$ cat config.mk
export PLATFORM = sky130hd
export DESIGN_NAME = uart_frame_tx
export DESIGN_NICKNAME = d
export VERILOG_FILES = /design/src/rtl/uart_frame_tx.sv
export SDC_FILE = /design/constraint.sdc
export NUM_CORES = 1
export LEC_CHECK = 0
export CORE_MARGIN = 10
export CORE_UTILIZATION = 59
export CTS_CLUSTER_DIAMETER = 60
export DETAILED_ROUTE_END_ITERATION = 8
export PLACE_DENSITY = 0.79
export SYNTH_ARGS = -nofsm -noshare
export SYNTH_HDL_FRONTEND = slang
export SYNTH_SLANG_ARGS = --single-unit
$ cat constraint.sdc
create_clock -name clk_in -period 3.3 [get_ports clk_in]
set_input_delay 0.495 -clock clk_in [delete_from_list [all_inputs] [get_ports clk_in]]
set_output_delay 0.495 -clock clk_in [all_outputs]
set_load 0.005 [all_outputs]
$ cat src/rtl/uart_frame_tx.sv
// uart_frame_tx: Modbus-RTU frame transmitter with optional CRC16 and 3.5-char post-frame gap
module uart_frame_tx #(
  parameter int CLK_FREQ  = 50000000,
  parameter int BAUD_RATE = 115200,
  parameter int MAX_LEN   = 16,
  parameter int LEN_W     = 8
) (
  input  logic                       clk_in,
  input  logic                       rst_in,
  input  logic                       wr_en,
  input  logic [$clog2(MAX_LEN)-1:0] wr_addr,
  input  logic [7:0]                 wr_data,
  input  logic                       start,
  input  logic [LEN_W-1:0]           frame_len,
  input  logic                       crc_append,
  output logic                       tx_start,
  output logic [7:0]                 tx_data,
  input  logic                       tx_done,
  output logic                       busy,
  output logic                       frame_done,
  output logic                       len_err,
  output logic [15:0]                crc_out
);
  localparam int AW = $clog2(MAX_LEN);
  localparam int GAP_CYCLES = (CLK_FREQ / BAUD_RATE) * 35;
  localparam int GW = $clog2(GAP_CYCLES + 1);
  typedef enum logic [2:0] {IDLE, LOAD, SEND, WAIT, GAP} state_t;
  state_t state, nxt;
  logic [7:0] mem [MAX_LEN];
  logic [LEN_W-1:0] len, idx;
  logic [1:0] sel;
  logic crc_en;
  logic [15:0] crc;
  logic [7:0] sh;
  logic [3:0] bcnt;
  logic [GW-1:0] gcnt;
  logic len_ok, accept, more, gap_end, fb;
  assign len_ok  = frame_len != '0 && frame_len <= LEN_W'(MAX_LEN);
  assign accept  = state == IDLE && start && !frame_done && len_ok;
  assign more    = (sel == 2'd0 && (idx != len - 1'b1 || crc_en)) || sel == 2'd1;
  assign gap_end = state == GAP && gcnt == GW'(GAP_CYCLES - 2);
  assign fb      = crc[0] ^ sh[0];
  // payload buffer, writable at any time and never cleared
  always_ff @(posedge clk_in)
    if (wr_en) mem[wr_addr] <= wr_data;
  // state register
  always_ff @(posedge clk_in or posedge rst_in)
    if (rst_in) state <= IDLE;
    else state <= nxt;
  // next-state logic; sel tracks payload / crc-low / crc-high so one LOAD-SEND-WAIT loop serves all bytes
  always_comb begin
    nxt = IDLE;
    case (state)
      IDLE:    nxt = accept ? LOAD : IDLE;
      LOAD:    nxt = SEND;
      SEND:    nxt = WAIT;
      WAIT:    nxt = !tx_done ? WAIT : more ? LOAD : GAP;
      GAP:     nxt = gap_end ? IDLE : GAP;
      default: nxt = IDLE;
    endcase
  end
  // state-decoded outputs
  always_comb begin
    tx_start = state == SEND;
    busy     = state != IDLE;
  end
  // datapath: byte selection, bit-serial CRC overlapping WAIT, gap counter and result capture
  always_ff @(posedge clk_in or posedge rst_in) begin
    if (rst_in) begin
      tx_data    <= '0;
      crc        <= 16'hFFFF;
      crc_out    <= 16'hFFFF;
      idx        <= '0;
      len        <= '0;
      sel        <= '0;
      crc_en     <= 1'b0;
      sh         <= '0;
      bcnt       <= '0;
      gcnt       <= '0;
      len_err    <= 1'b0;
      frame_done <= 1'b0;
    end else begin
      len_err    <= state == IDLE && start && !frame_done && !len_ok;
      frame_done <= gap_end;
      gcnt       <= state == GAP ? gcnt + 1'b1 : '0;
      if (gap_end) crc_out <= crc;
      if (state == LOAD)
        tx_data <= sel == 2'd0 ? mem[idx[AW-1:0]] : sel == 2'd1 ? crc[7:0] : crc[15:8];
      if (state == SEND && sel == 2'd0) begin
        sh   <= tx_data;
        bcnt <= 4'd8;
      end else if (bcnt != '0) begin
        crc  <= {1'b0, crc[15:1]} ^ (fb ? 16'hA001 : 16'h0000);
        sh   <= sh >> 1;
        bcnt <= bcnt - 1'b1;
      end
      if (state == WAIT && tx_done) begin
        if (sel == 2'd0 && idx != len - 1'b1) idx <= idx + 1'b1;
        else if (more) sel <= sel + 1'b1;
      end
      if (accept) begin
        len    <= frame_len;
        crc_en <= crc_append;
        crc    <= 16'hFFFF;
        idx    <= '0;
        sel    <= '0;
      end
    end
  end
endmodule

==> metrics.txt <==
CTS tree=built; register area share after synthesis=0.656; clock power share=0.286; Most used DFF post-synth=edfxtp_1; detailed placer's ending HPWL=12,500 µm; fill count=1,028; clk root buf=clkbuf_16; DR iter-0 viols=around 440; wire per inst=about 20 µm; drt drc=0; run status=complete, no violations; Slew HR=0.329; count leader, synth=edfxtp_1; core box area=roughly 0.015 mm²; unrepaired setup endpoints after global routing=false; WL final=18,900 µm; Hold Fails Final Rpt=0; CP top delay family=simple AND/OR/NAND/NOR gates; Mapped Area=0.00935 mm²; M3 GR Usage=0.0357; Die Span Y=between 100 and 150 µm; Max Cap Viol=0; share of cells above drive strength 1=0.201; Final Cycle Share=0.838; worst path required time=3720 ps; Die Area=roughly 0.021 mm²; clock slew at reported path FFs=about 60 ps; Adder-Cell Fraction of Synth Area=0.0107; Power Total=between 8000 and 9000 µW; critical-path cell list=inv_1 > ha_1 > or3b_1 > or4_4 > a2111oi_4 > a31oi_4 > nor3b_4 > mux2i_1; maximum vdd drop=roughly 0.47 mV; Final setup violation count=0; Crit Path Class=reg2reg; syn avg cell area=roughly 14 µm²; Post-CTS Setup Bufs=0; number of synthesized flops with an enable pin=128; Initial Utilization=0.608; Clock Sinks=between 200 and 250; vias in the first global route=~5,800; ANT nets after route=0; mux contribution to synthesized area=0.139; largest family of logic cells by synthesized area=multiplexers; Sw Ratio=0.309; die width=approximately 150 µm; post-route setup slack=about 530 ps; Buf+Inv Stages, Crit Path=1; Final min period=2770 ps; CTS Hold Bufs=0; Post-synth top cells=edfxtp_1 (128), nand2_1 (68), dfrtp_1 (58); Placement Setup Slack=between 500 and 600 ps; CP Capture Type=flip-flop; crit path DAT=between 3000 and 4000 ps; Site Rows=between 40 and 50; Tightest Hold Check Type=in2async; GRT Total Usage=0.175; Achievable Freq=0.362 GHz; grt peak-use layer=met2; Flop pwr share=0.439; Yosys cell types=51; ys async rst share=0.413; synth top area cells=edfxtp_1 (41%), dfrtp_1 (16%), dfstp_2 (9.0%), mux4_2 (7.7%), mux2i_1 (3.5%); CP max-delay cell=dfrtp_1; Final GP Congestion=between 0.8 and 0.9; I/O Buffers=53; sw power=approximately 2600 µW; Cell Area, Placed=just over 0.01 mm²; largest area contributor in the netlist=edfxtp_1; Yosys top cell area share=0.411; Post-Syn Instances=~650; Vias/cell=5.94; Ys Warns=0; Power Density=between 700 and 800 mW/mm²; Setup crit start=len[0]; post-route cell area=between 0.01 and 0.015 mm²; io pins=between 50 and 60; worst hold margin=around 400 ps; Setup TNS=0 ps; drt pass-1 iters=4; Synth Area in Compound Gates=0.0434; CP peak stage delay=roughly 450 ps; post-synthesis simple-gate area fraction=0.110; Seq cells post-synth=218; worst flop-to-flop path startpoint=len[0]; Area Overhead vs Synth=16.7%; crit start category=flip-flop; initial antenna violation count=0; Pint=5890 µW; syn_nets=just under 700; logic gate share of total power=0.275; Synth Area in XOR/XNOR=0.0216; nets=around 750; GR Layer Usage met2=0.290; CTS Buf Count=22; largest net degree at the start of global routing=between 50 and 60; crit path max fanout=6; Setup Skew=9.03 ps; number of vias in the routed layout=between 5,000 and 6,000; cell leakage power=just over 0.004 µW; grt total ovfl=0; first-pass GRT wire length=about 31,000 µm; clock latency on the worst-skew pair=500 ps; worst slew pin tran=between 1000 and 1500 ps; max-slew violation count=0; GR Util met1=0.233; CTS Buffer Depth=3; number of diodes=0; Resized Gates After CTS=0; H-tree depth=1
==> cells in the final DEF (no fill, tap or decap), types with 29 or more instances in the layout <==
cell,count
clkdlybuf4s50_1,53
o21ai_0,29
dfrtp_1,57
mux2i_1,33
nand3_1,30
nor2_1,36
nand2_1,68
edfxtp_1,128
mux4_2,32
dfstp_2,32
==> worst paths after layout <==
check | endpoint | slack, ps | cells past startpoint
worst max-delay path | sel[0] | 530 | 8
worst min-delay path | sh[4] | 400 | 2
max in group asynchronous | crc[7] | 2170 | 3
min in group clk_in | crc[2] | 510 | 2
worst max register to register | sel[0] | 530 | 8
worst min register to register | crc[2] | 510 | 2
==> power groups by stage <==
stage                     sequential, µW  clock [µW]  combinational [µW]
after floorplan                     3510           0                1820
after global placement              3770           0                2240
after detailed placement            3790           0                2330
after CTS                           3740        2490                2360
after global routing                3800        2590                2560
final                               3740        2440                2340
==> flip-flops by register name, indices dropped and copies added (netlist names) <==
name	cells
tx_data	8
crc	16
crc_out	16
crc_en	1
gcnt	14
frame_done	1
state	3
len	8
sel	2
idx	8
mem	128
bcnt	4
len_err	1
sh	8
==> cell type report <==
class,count,area [µm²],area share
Clock buffer,29,607,0.0556
Clock inverter,10,109,0.00998
Inverter,16,61.3,0.00562
Multi-Input combinational cell,387,3040,0.278
Sequential cell,218,6140,0.563
Tap cell,211,264,0.0242
Timing Repair Buffer,73,693,0.0635
==> worst register-to-register path, cell delays in order, from the launching register on <==
cell       delay (ps)
dfrtp_1           450
inv_1              90
ha_1              180
or3b_1            400
or4_4             450
a2111oi_4         430
a31oi_4           210
nor3b_4           260
mux2i_1           220
==> kinds of logic after synthesis <==
kind of cell / Yosys count
and+or+nand+nor: 206
xor gates and xnor gates: 23
buffers and inverters: 46
DFF: 218
adders and majority gates: 8
AOI/OAI and AO/OA: 63
muxes: 87
==> layer usage <==
layer | routed length (µm) | up-vias
met5 | 0 | -
met4 | 377 | 0
met3 | 1080 | 28
met2 | 9430 | 201
met1 | 7960 | 2838
li1 | - | 2541
==> through the flow <==
stage | utilization | cells
after floorplan | - | 651
after global placement | 0.663 | 905
after detailed placement | 0.663 | 905
after CTS | 0.710 | 944
after global routing | 0.710 | 944
final | 0.710 | 944
No activity file was read; power rests on OpenSTA's default activity.
